===== config.mk =====
export PLATFORM = sky130hd
export DESIGN_NAME = demux_2ch
export DESIGN_NICKNAME = d
export VERILOG_FILES = /design/src/rtl/demux_2ch.sv
export SDC_FILE = /design/constraint.sdc
export NUM_CORES = 1
export LEC_CHECK = 0
export ABC_AREA = 1
export BUFFER_PORTS_ARGS = -buffer_cell sky130_fd_sc_hd__buf_2
export CAP_MARGIN = 20
export CORE_ASPECT_RATIO = 0.8
export CORE_UTILIZATION = 30
export CTS_CLUSTER_DIAMETER = 40
export DETAILED_ROUTE_END_ITERATION = 8
export GPL_TIMING_DRIVEN = 1
export RECOVER_POWER = 25
export SLEW_MARGIN = 10
export SYNTH_ARGS = -nofsm -noshare
export SYNTH_HDL_FRONTEND = slang
export SYNTH_SLANG_ARGS = --single-unit

===== constraint.sdc =====
create_clock -name clk -period 4 [get_ports clk]
set_input_delay 0.8 -clock clk [delete_from_list [all_inputs] [get_ports clk]]
set_output_delay 0.8 -clock clk [all_outputs]
set_load 0.1 [all_outputs]

===== src/rtl/demux_2ch.sv =====
// -----------------------------------------------------------------------------
// demux_2ch -- registered 1-to-2 byte demultiplexer.
//
// Steers one valid/ready byte stream onto two output channels, A and B. The
// target is either picked by `sel` or, with `alt_en` high, alternates
// A,B,A,B... per accepted byte, which de-interleaves a stream produced by the
// matching 2:1 selector. Each channel has a one-entry output register with
// valid/ready handshake and a wrapping byte counter.
//
// Ports
//   clk, rst            rising-edge clock, asynchronous active-high reset
//   in_data/in_valid    upstream byte and its valid
//   in_ready            combinational: target channel can take a byte now
//   sel                 target when alt_en=0 (0 = A, 1 = B)
//   alt_en              alternate targets per accepted byte, sel ignored
//   cnt_clr             synchronous clear of both counters (wins over +1)
//   a_data/a_valid      channel A output register and its valid
//   a_ready             downstream consumes channel A
//   b_data/b_valid      channel B output register and its valid
//   b_ready             downstream consumes channel B
//   a_count/b_count     bytes accepted into each channel, modulo 2^CNT_W
// -----------------------------------------------------------------------------
module demux_2ch #(
  parameter int WIDTH = 8,
  parameter int CNT_W = 16
) (
  input  logic             clk,
  input  logic             rst,
  input  logic [WIDTH-1:0] in_data,
  input  logic             in_valid,
  output logic             in_ready,
  input  logic             sel,
  input  logic             alt_en,
  input  logic             cnt_clr,
  output logic [WIDTH-1:0] a_data,
  output logic             a_valid,
  input  logic             a_ready,
  output logic [WIDTH-1:0] b_data,
  output logic             b_valid,
  input  logic             b_ready,
  output logic [CNT_W-1:0] a_count,
  output logic [CNT_W-1:0] b_count
);

  localparam logic [CNT_W-1:0] CNT_ZERO = {CNT_W{1'b0}};
  localparam logic [CNT_W-1:0] CNT_ONE  = {{(CNT_W-1){1'b0}}, 1'b1};

  // State registers and their next-state values
  logic [WIDTH-1:0] a_data_q,  a_data_d;
  logic             a_valid_q, a_valid_d;
  logic [WIDTH-1:0] b_data_q,  b_data_d;
  logic             b_valid_q, b_valid_d;
  logic [CNT_W-1:0] a_cnt_q,   a_cnt_d;
  logic [CNT_W-1:0] b_cnt_q,   b_cnt_d;
  logic             alt_ptr_q, alt_ptr_d;

  // Handshake decode
  logic a_can_load_s;
  logic b_can_load_s;
  logic tgt_s;
  logic accept_s;
  logic load_a_s;
  logic load_b_s;

  // Target selection, ready generation and per-channel load strobes.
  always_comb begin
    // A channel can take a byte when empty or when its held byte leaves now,
    // which is what allows drain and reload in the same cycle.
    a_can_load_s = !a_valid_q || a_ready;
    b_can_load_s = !b_valid_q || b_ready;
    tgt_s        = alt_en ? alt_ptr_q : sel;
    // Gating with rst keeps in_ready low for the whole reset interval.
    if (tgt_s) begin
      in_ready = !rst && b_can_load_s;
    end else begin
      in_ready = !rst && a_can_load_s;
    end
    accept_s = in_valid && in_ready;
    load_a_s = accept_s && !tgt_s;
    load_b_s = accept_s &&  tgt_s;
  end

  // Next state for channel A: output register, valid and byte counter.
  always_comb begin
    a_data_d  = a_data_q;
    a_valid_d = a_valid_q;
    a_cnt_d   = a_cnt_q;
    if (load_a_s) begin
      a_data_d  = in_data;
      a_valid_d = 1'b1;
    end else if (a_ready) begin
      // Drain: data register keeps its last byte, only valid drops.
      a_valid_d = 1'b0;
    end else begin
      a_valid_d = a_valid_q;
    end
    if (cnt_clr) begin
      a_cnt_d = CNT_ZERO;
    end else if (load_a_s) begin
      a_cnt_d = a_cnt_q + CNT_ONE;
    end else begin
      a_cnt_d = a_cnt_q;
    end
  end

  // Next state for channel B: output register, valid and byte counter.
  always_comb begin
    b_data_d  = b_data_q;
    b_valid_d = b_valid_q;
    b_cnt_d   = b_cnt_q;
    if (load_b_s) begin
      b_data_d  = in_data;
      b_valid_d = 1'b1;
    end else if (b_ready) begin
      b_valid_d = 1'b0;
    end else begin
      b_valid_d = b_valid_q;
    end
    if (cnt_clr) begin
      b_cnt_d = CNT_ZERO;
    end else if (load_b_s) begin
      b_cnt_d = b_cnt_q + CNT_ONE;
    end else begin
      b_cnt_d = b_cnt_q;
    end
  end

  // Alternation pointer: held at A while alternation is off so that turning
  // it on always starts with channel A; otherwise flips on every accept.
  always_comb begin
    if (!alt_en) begin
      alt_ptr_d = 1'b0;
    end else if (accept_s) begin
      alt_ptr_d = ~alt_ptr_q;
    end else begin
      alt_ptr_d = alt_ptr_q;
    end
  end

  // State update with asynchronous reset; reset discards any held bytes.
  always_ff @(posedge clk or posedge rst) begin
    if (rst) begin
      a_data_q  <= {WIDTH{1'b0}};
      a_valid_q <= 1'b0;
      b_data_q  <= {WIDTH{1'b0}};
      b_valid_q <= 1'b0;
      a_cnt_q   <= CNT_ZERO;
      b_cnt_q   <= CNT_ZERO;
      alt_ptr_q <= 1'b0;
    end else begin
      a_data_q  <= a_data_d;
      a_valid_q <= a_valid_d;
      b_data_q  <= b_data_d;
      b_valid_q <= b_valid_d;
      a_cnt_q   <= a_cnt_d;
      b_cnt_q   <= b_cnt_d;
      alt_ptr_q <= alt_ptr_d;
    end
  end

  // Outputs come straight from the registers.
  assign a_data  = a_data_q;
  assign a_valid = a_valid_q;
  assign b_data  = b_data_q;
  assign b_valid = b_valid_q;
  assign a_count = a_cnt_q;
  assign b_count = b_cnt_q;

  demux_2ch_chk #(
    .WIDTH (WIDTH)
  ) u_chk (
    .clk      (clk),
    .rst      (rst),
    .in_data  (in_data),
    .load_a   (load_a_s),
    .load_b   (load_b_s),
    .a_data   (a_data_q),
    .a_valid  (a_valid_q),
    .a_ready  (a_ready),
    .b_data   (b_data_q),
    .b_valid  (b_valid_q),
    .b_ready  (b_ready)
  );

endmodule

// -----------------------------------------------------------------------------
// demux_2ch_chk -- handshake properties of demux_2ch.
//
// Ports: clock/reset, the input byte, the two internal load strobes, and the
// data/valid/ready of each channel. Holds no state of its own.
// -----------------------------------------------------------------------------
module demux_2ch_chk #(
  parameter int WIDTH = 8
) (
  input logic             clk,
  input logic             rst,
  input logic [WIDTH-1:0] in_data,
  input logic             load_a,
  input logic             load_b,
  input logic [WIDTH-1:0] a_data,
  input logic             a_valid,
  input logic             a_ready,
  input logic [WIDTH-1:0] b_data,
  input logic             b_valid,
  input logic             b_ready
);

  // A stalled channel keeps its byte and valid.
  a_hold_p: assert property (@(posedge clk) disable iff (rst)
    (a_valid && !a_ready) |=> (a_valid && $stable(a_data)));
  b_hold_p: assert property (@(posedge clk) disable iff (rst)
    (b_valid && !b_ready) |=> (b_valid && $stable(b_data)));

  // An accepted byte shows up on its channel in the next cycle.
  a_load_p: assert property (@(posedge clk) disable iff (rst)
    load_a |=> (a_valid && (a_data == $past(in_data))));
  b_load_p: assert property (@(posedge clk) disable iff (rst)
    load_b |=> (b_valid && (b_data == $past(in_data))));

  // Never both channels from one byte.
  one_hot_p: assert property (@(posedge clk) disable iff (rst)
    !(load_a && load_b));

endmodule


==> results.py, run 1 <==
metrics = {
    "global_routing": {
        "grt_overflow": 0,
        "grt_max_degree": 53,
        "grt_pass1_wl_um": 10800,
        "grt_pass1_vias": 2158,
        "track_usage_pct": 14.2,
        "antenna_found_initial": 0,
    },
    "floorplan": {
        "rows": 31,
        "die_h_um": 88.1,
        "core_um2": 9040,
        "io_pins": 67,
        "start_util_pct": 30.7,
        "die-area_um2": 9650,
        "die_w_um": 110,
    },
    "routing": {
        "drt-initial-drc-count": 79,
        "drt-pass1-iter-count": 4,
        "viasPerCell": 4.54,
        "wirelength_um": 6600,
        "drc": 0,
        "antenna_left": 0,
        "vias": 2509,
        "avgRoutedWirePerCell_um": 11.9,
    },
    "synthesis": {
        "synth.top_cell.area_share_pct": 45.9,
        "synth_area_leaders": "dfrtp_1 46%, nand2_1 18%, nand3_1 9.4%",
        "ys_seq_area_share_pct": 45.9,
        "yosysTopAreaCell": "dfrtp_1",
        "yosysWarnings": 0,
        "syn-cell-area_um2": 2780,
        "yosysUniqueCellTypes": 27,
        "ys_ff_latch": 51,
        "syn_nets": 391,
        "syn_avg_cell_area_um2": 7.45,
        "syn_inst": 373,
    },
    "sta": {
        "finalSetupViolations": 0,
        "fin_skew_ns": 0.00630,
        "drv_slew": 0,
        "hold_ws_ns": 0.482,
        "relSlewSlack_pct": 47.7,
        "worstMarginPinSlew_ns": 0.782,
        "fin_setup_tns_ns": 0,
        "period_share_pct": 65.9,
        "rsz0062_at_grt": "false",
        "layout_min_cycle_time_ns": 2.64,
        "clock.fmax_mhz": 379,
        "finalHoldViolCount": 0,
    },
    "pwr": {
        "pwr-share-clk_pct": 30.7,
        "p_switching_w": 0.000644,
        "cellPowerDensity_nw_per_um2": 465,
        "power_leakage_nw": 1.82,
        "switching_share_pct": 41.3,
        "power_frac_comb_pct": 31.5,
        "internal_power_w": 0.000917,
        "ir_drop_mv": 0.280,
        "seqPwrFrac_pct": 37.8,
        "total_power_w": 0.00156,
    },
    "hold_path": {
        "hp-class": "register to register",
        "worstHoldStart": "b_data[7]",
        "min_path_cells": 2,
    },
    "critical_path": {
        "r2r_cells": 6,
        "path_buf_inv": 2,
        "cp_max_fo": 4,
        "rr_startpoint": "alt_ptr_q",
        "startpoint": "alt_en",
        "worst_path_largest_cell_delay_ns": 0.44,
        "start_kind": "input pin",
        "path_cells": "buf_2 > nand2_1 > nand2_4 > nand2_2 > nand2_2 > nor2_4 > buf_2",
        "crit_type": "input pin to output pin",
        "slowest_stage": "buf_2",
        "cp_data_required_time_ns": 3.20,
        "crit_arrival_ns": 1.84,
        "endpoint_kind": "output pin",
        "cpLargestDelayFamily": "buffers and inverters",
        "worstSetupPathDepth": 7,
    },
    "final_layout": {
        "final_layout_size_suffix_gt1_share_pct": 20.3,
        "n_fill_cell": 962,
        "fin_nets": 456,
        "syn2layout_area_growth_pct": 20.8,
        "diodes": 0,
        "utilization_pct": 37.1,
    },
    "clock_network": {
        "h-tree-depth": 2,
        "insertion_delay_ns": 0.29,
        "cts_resized": 0,
        "clk_pin_slew_ns": 0.07,
        "post_cts_buffers": 0,
        "ctsHoldBuffers": 0,
        "clkSinkCount": 51,
        "cts_max_path_buffers": 2,
        "cts_tree": "yes",
        "cts_made_buffers": 5,
        "cts-root-buf": "clkbuf_16",
    },
    "run_status": {
        "outcome": "finished, final reports clean",
    },
    "job": {
        "max_cap_violations": 0,
    },
    "place": {
        "numPortBuffers": 66,
        "gp_routability_congestion": 0.833,
        "hpwlAfterDp_um": 4770,
    },
}
[per-layer routing]
metal	GRT usage [%]	share of wire (%)	routed length, um
met5	0	0	0
met4	2.91	0.52	34
met3	3.42	6.1	402
met2	20.6	42	2760
met1	21.2	51	3400
[cell type report]
type                       instances  area [um2]  share of cell area [%]
sequential                        51        1280                    38.0
multi-input combinational        268        1260                    37.6
timing repair buffer              68         344                    10.3
inverter                          44         165                    4.92
tap                              115         144                    4.29
clock buffer                       5         125                    3.73
clock inverter                     2        37.5                    1.12
[flip-flops by register name (all words and copies together), names as in the netlist]
register and count:
a_count 16, b_count 16, a_data 8, b_data 8, a_valid 1, alt_ptr_q 1, b_valid 1
[tightest hold or removal path, stage by stage, from the launching register on]
cell and delay, ns:
dfrtp_1 0.35, nand2_1 0.05, nand2_1 0.05
[cells in the final DEF, fill, tap and decap left out, types with 3 or more instances in the layout]
cell	n
xor2_1	6
xnor2_1	3
nand4_1	8
nand3_1	52
inv_2	4
nor2_1	27
o21ai_1	9
clkbuf_16	5
dfrtp_1	51
nand2_1	130
nand2_2	3
o21ai_0	9
inv_1	38
buf_2	65
a21oi_1	5
nor3_1	4
[kinds of logic (layout without fill, tap and decap cells)]
kind of cell | after synthesis | in the layout | synth area share, %
and+or+nand+nor | 232 | 232 | 37.1
AOI/OAI and AO/OA | 25 | 25 | 4.59
xor gates and xnor gates | 9 | 9 | 2.84
DFF | 51 | 51 | 45.9
buffers and inverters | 54 | 119 | 8.60
adders and majority gates | 2 | 2 | 0.901
[power groups by stage]
stage / Sequential, W / Clock [W] / Combinational, W
after floorplan: 0.000923 / 0 / 0.0000887
after global placement: 0.000600 / 0 / 0.000492
after detailed placement: 0.000598 / 0 / 0.000497
after CTS: 0.000591 / 0.000495 / 0.000496
after global routing: 0.000598 / 0.000518 / 0.000513
final: 0.000590 / 0.000480 / 0.000491
[synthesized netlist by cell type]
| cell | count |
|---|---|
| xnor2_1 | 3 |
| o21ai_0 | 9 |
| nor2_4 | 2 |
| o22ai_1 | 2 |
| nand3_2 | 1 |
| nand4_1 | 8 |
| clkbuf_1 | 3 |
| nand2_4 | 1 |
| buf_2 | 2 |
| inv_1 | 38 |
| dfrtp_1 | 51 |
| ha_1 | 2 |
| nor2_2 | 1 |
| nand2_2 | 3 |
| nor2_1 | 27 |
| a21oi_1 | 5 |
| nor3_1 | 4 |
| xor2_1 | 6 |
| buf_4 | 1 |
| nand3_1 | 52 |
| clkinv_1 | 2 |
| buf_6 | 4 |
| nand2_1 | 130 |
| nand3_4 | 1 |
| o21ai_1 | 9 |
| nand4_2 | 2 |
| inv_2 | 4 |
[through the flow]
| step | instance area (um2) | std cells | setup WS [ns] |
|---|---|---|---|
| floorplan | 2780 | 373 | 1.17 |
| global placement | 3190 | 546 | 1.38 |
| detailed placement | 3190 | 546 | 1.32 |
| CTS | 3360 | 553 | 1.35 |
| global route | 3350 | 553 | 1.30 |
| finish | 3350 | 553 | 1.36 |
[path summary, 6_finish.rpt]
kind,to,slack [ns]
worst max-delay path,in_ready,1.36
worst min register to register,b_data[7],0.48
min in group asynchronous,b_valid,0.79
worst max register to register,b_count[9],1.94
max in group asynchronous,b_count[15],2.77
worst min-delay path,b_data[7],0.48
Note: power is estimated with default switching activity, not from simulation.
==> inputs of run 2 (changes only) <==
==> constraint.sdc (replaced) <==
create_clock -name clk -period 2.4 [get_ports clk]
set_input_delay 0.48 -clock clk [delete_from_list [all_inputs] [get_ports clk]]
set_output_delay 0.48 -clock clk [all_outputs]
set_load 0.1 [all_outputs]
==> run 2 against run 1 <==
Flip-flop and latch count unchanged. Worst setup slack worse by 1.1 ns. Die area did not move.
==> results.py, run 2 (same netlist as run 1, synthesis figures left out) <==
metrics = {
    "sta": {
        "fin_setup_tns_ns": 0,
        "finalSetupViolations": 0,
        "relSlewSlack_pct": 2.02,
        "rsz0062_at_grt": "false",
        "layout_min_cycle_time_ns": 2.09,
        "clock.fmax_mhz": 478,
        "finalHoldViolCount": 0,
        "fin_skew_ns": 0.00478,
        "worstMarginPinSlew_ns": 1.47,
        "period_share_pct": 87.2,
        "drv_slew": 0,
    },
    "clock_network": {
        "cts_resized": 0,
        "ctsHoldBuffers": 0,
        "cts_max_path_buffers": 2,
        "post_cts_buffers": 0,
        "clkSinkCount": 51,
        "cts-root-buf": "clkbuf_16",
        "h-tree-depth": 2,
        "clk_pin_slew_ns": 0.07,
        "cts_tree": "yes",
        "cts_made_buffers": 5,
        "insertion_delay_ns": 0.28,
    },
    "critical_path": {
        "cp_data_required_time_ns": 1.92,
        "crit_type": "register to output pin",
        "r2r_cells": 7,
        "endpoint_kind": "output pin",
        "cp_max_fo": 4,
        "crit_arrival_ns": 1.61,
        "rr_startpoint": "alt_ptr_q",
        "start_kind": "register",
        "startpoint": "alt_ptr_q",
    },
    "floorplan": {
        "rows": 31,
        "die_h_um": 88.1,
        "die_w_um": 110,
        "core_um2": 9040,
        "die-area_um2": 9650,
        "io_pins": 67,
        "start_util_pct": 30.7,
    },
    "hold_path": {
        "hp-class": "input pin to register",
        "min_path_cells": 2,
        "worstHoldStart": "a_ready",
    },
    "global_routing": {
        "antenna_found_initial": 0,
        "grt_pass1_vias": 2411,
        "grt_pass1_wl_um": 11700,
        "grt_overflow": 0,
        "grt_max_degree": 36,
        "track_usage_pct": 15.4,
    },
    "final_layout": {
        "fin_nets": 459,
        "n_fill_cell": 973,
        "diodes": 0,
        "final_cell_mix": "130 x nand2_1, 65 x buf_2, 52 x nand3_1",
        "design_area_um2": 3370,
        "fin_cells": 556,
        "layout_commonest_cell": "nand2_1",
        "final_layout_size_suffix_gt1_share_pct": 20.4,
        "syn2layout_area_growth_pct": 21.2,
    },
    "routing": {
        "drt-pass1-iter-count": 4,
        "wirelength_um": 6740,
        "vias": 2598,
        "antenna_left": 0,
        "drc": 0,
        "avgRoutedWirePerCell_um": 12.1,
        "drt-initial-drc-count": 141,
        "viasPerCell": 4.67,
    },
    "pwr": {
        "total_power_w": 0.00259,
        "ir_drop_mv": 0.588,
        "cellPowerDensity_nw_per_um2": 769,
        "power_leakage_nw": 1.82,
    },
    "place": {
        "dp.cells": 549,
        "numPortBuffers": 66,
        "postPlaceCellArea_um2": 3220,
        "gp_routability_congestion": 0.845,
        "hpwlAfterDp_um": 4920,
    },
    "run_status": {
        "outcome": "finished, final reports clean",
    },
    "job": {
        "max_cap_violations": 0,
    },
}
## run 2: metrics by stage
| stage | utilization [%] | hold slack (ns) | setup slack [ns] |
|---|---|---|---|
| after floorplan | - | 0.499 | 0.0726 |
| after global placement | 35.6 | 0.459 | 0.440 |
| after detailed placement | 35.6 | 0.461 | 0.387 |
| after CTS | 37.4 | 0.358 | 0.290 |
| after global routing | 37.3 | 0.371 | 0.222 |
| final | 37.3 | 0.373 | 0.306 |
## run 2: final cells by class
cell class,count,area [um2],area share (%)
multi-input cells,268,1260,37.5
clock buffers,6,129,3.83
well taps,115,144,4.27
flip-flops and latches,51,1280,37.9
clock inverters,1,30.0,0.892
inverters,44,166,4.94
repair buffers,71,359,10.7
## run 2: worst max-delay path: stages, from the launching register on
cell     delay (ns)
dfrtp_1        0.40
nand2_1        0.13
nand2_4        0.09
nand2_2        0.09
nand2_2        0.06
nor2_4         0.12
buf_2          0.44
## run 2: path summary, 6_finish.rpt
check	endpoint	slack, ns
max	in_ready	0.31
min	a_valid	0.37
max reg2reg	b_count[9]	0.77
min reg2reg	a_data[4]	0.48
max in group asynchronous	a_count[4]	0.68
min in group asynchronous	alt_ptr_q	0.77
## run 2: routing by layer
metal  GRT usage (%)  up-vias  wire length [um]
met5               0        -                 0
met4            2.91        0                40
met3            3.57        4               411
met2            23.9       66              2940
met1            22.0     1208              3360
li1                -     1320                 -
## run 2: power by group
part / switching [W] / leakage, nW / total [W] / internal [W]
sequential: 0.0000501 / 0.685 / 0.000985 / 0.000935
combinational: 0.000714 / 1.06 / 0.000822 / 0.000108
clock: 0.000296 / 0.0769 / 0.000782 / 0.000487
==> inputs of run 3 (changes only) <==
--- a/config.mk
+++ b/config.mk
@@ -8,11 +8,14 @@
 export ABC_AREA = 1
 export BUFFER_PORTS_ARGS = -buffer_cell sky130_fd_sc_hd__buf_2
 export CAP_MARGIN = 20
+export CELL_PAD_IN_SITES_DETAIL_PLACEMENT = 1
+export CELL_PAD_IN_SITES_GLOBAL_PLACEMENT = 1
 export CORE_ASPECT_RATIO = 0.8
 export CORE_UTILIZATION = 30
 export CTS_CLUSTER_DIAMETER = 40
 export DETAILED_ROUTE_END_ITERATION = 8
 export GPL_TIMING_DRIVEN = 1
+export PLACE_DENSITY_LB_ADDON = 0.1
 export RECOVER_POWER = 25
 export SLEW_MARGIN = 10
 export SYNTH_ARGS = -nofsm -noshare
==> constraint.sdc (replaced) <==
create_clock -name clk -period 2.7 [get_ports clk]
set_input_delay 0.54 -clock clk [delete_from_list [all_inputs] [get_ports clk]]
set_output_delay 0.54 -clock clk [all_outputs]
set_load 0.1 [all_outputs]
==> run 3 against run 2 <==
Hold slack gained 0.015 ns. Routed wire length grew 19%. Highest routed layer unchanged. Register-to-register slack gained 0.19 ns. Largest power group unchanged. Clock skew grew 0.0070 ns. Worst setup slack gained 0.18 ns.
==> results.py, run 3 (same netlist as run 1, synthesis figures left out) <==
metrics = {
    "run_status": {
        "outcome": "finished, final reports clean",
    },
    "floorplan": {
        "rows": 31,
        "start_util_pct": 30.7,
        "die-area_um2": 9650,
        "die_w_um": 110,
        "io_pins": 67,
        "die_h_um": 88.1,
        "core_um2": 9040,
    },
    "sta": {
        "drv_slew": 0,
        "rsz0062_at_grt": "false",
        "layout_min_cycle_time_ns": 2.21,
        "clock.fmax_mhz": 452,
        "period_share_pct": 82.0,
        "relSlewSlack_pct": 35.5,
        "fin_setup_tns_ns": 0,
        "finalSetupViolations": 0,
        "fin_skew_ns": 0.0118,
        "worstMarginPinSlew_ns": 0.967,
        "finalHoldViolCount": 0,
        "hold_ws_ns": 0.388,
    },
    "global_routing": {
        "antenna_found_initial": 0,
        "grt_overflow": 0,
        "grt_pass1_vias": 2610,
        "grt_use_met1_pct": 25.7,
        "busiest_layer": "met2",
        "grt_max_degree": 37,
        "grt_pass1_wl_um": 13300,
        "track_usage_pct": 17.9,
        "grtUsageMet3_pct": 4.54,
        "met2_usage_pct": 27.0,
    },
    "clock_network": {
        "insertion_delay_ns": 0.30,
        "cts_max_path_buffers": 2,
        "cts_tree": "yes",
        "ctsHoldBuffers": 0,
        "cts_made_buffers": 5,
        "cts_resized": 0,
        "cts-root-buf": "clkbuf_16",
        "clkSinkCount": 51,
        "post_cts_buffers": 0,
        "h-tree-depth": 2,
        "clk_pin_slew_ns": 0.08,
    },
    "final_layout": {
        "fin_nets": 459,
        "syn2layout_area_growth_pct": 21.0,
        "multi_input_area_um2": 1260,
        "layout_commonest_cell": "nand2_1",
        "diodes": 0,
        "final_cell_mix": "130 x nand2_1, 65 x buf_2, 52 x nand3_1",
        "n_fill_cell": 1152,
        "regArea_um2": 1280,
        "final_layout_size_suffix_gt1_share_pct": 21.0,
    },
    "routing": {
        "drt-pass1-iter-count": 4,
        "drc": 0,
        "avgRoutedWirePerCell_um": 14.4,
        "wirelength_um": 8000,
        "viasPerCell": 4.78,
        "vias": 2663,
        "antenna_left": 0,
        "drt-initial-drc-count": 89,
    },
    "critical_path": {
        "crit_arrival_ns": 1.67,
        "cp_max_fo": 4,
        "endpoint_kind": "output pin",
        "start_kind": "register",
        "cp_data_required_time_ns": 2.16,
        "crit_type": "register to output pin",
    },
    "job": {
        "max_cap_violations": 0,
    },
    "place": {
        "hpwlAfterDp_um": 5750,
        "numPortBuffers": 66,
        "gp_routability_congestion": 0.743,
    },
    "hold_path": {
        "hp-class": "input pin to asynchronous set/reset pin",
    },
    "pwr": {
        "power_leakage_nw": 1.83,
        "cellPowerDensity_nw_per_um2": 679,
        "ir_drop_mv": 0.393,
    },
}
## run 3: critical path: stages (launching register included)
cell     delay [ns]
dfrtp_1        0.41
nand2_1        0.13
nand2_4        0.09
nand2_2        0.10
nand2_2        0.07
nor2_4         0.13
buf_2          0.44
## run 3: layout make-up
type,instances,area share [%]
Timing Repair Buffer,71,10.8
Multi-Input combinational cell,268,37.6
Sequential cell,51,38.0
Tap cell,115,4.28
Clock inverter,3,0.744
Clock buffer,5,3.72
Inverter,44,4.91
## run 3: routing by layer
layer,part of all wire (%),up-vias
li1,-,1324
met1,51,1281
met2,43,51
met3,5.1,7
met4,0.81,0
met5,0,-
## run 3: power by group
part	total, W	internal (W)	leakage, nW	switching, W
clock network	0.000670	0.000351	0.0708	0.000319
registers	0.000875	0.000830	0.685	0.0000448
logic	0.000738	0.0000975	1.07	0.000641
total	0.00228	0.00128	1.83	0.00100
## run 3: worst paths after layout
check	startpoint	end	slack [ns]	cells past startpoint
max in group asynchronous	rst	a_count[2]	0.90	3
min in group clk	a_ready	a_valid	0.43	2
hold reg to reg	a_data[2]	a_data[2]	0.48	2
setup reg to reg	alt_ptr_q	a_count[14]	0.96	7
setup / recovery	alt_ptr_q	in_ready	0.49	6
hold / removal	rst	b_data[0]	0.39	2
## run 3: per-stage QoR
step	power [W]	std cells	cell area (um2)	worst slack, ns	util, %
CTS	0.00231	557	3370	0.472	37.2
finish	0.00228	557	3360	0.486	37.2
global placement	0.00163	549	3220	0.610	35.6
detailed placement	0.00163	549	3220	0.548	35.6
global route	0.00238	557	3360	0.427	37.2
floorplan	0.00150	373	2780	0.125	-
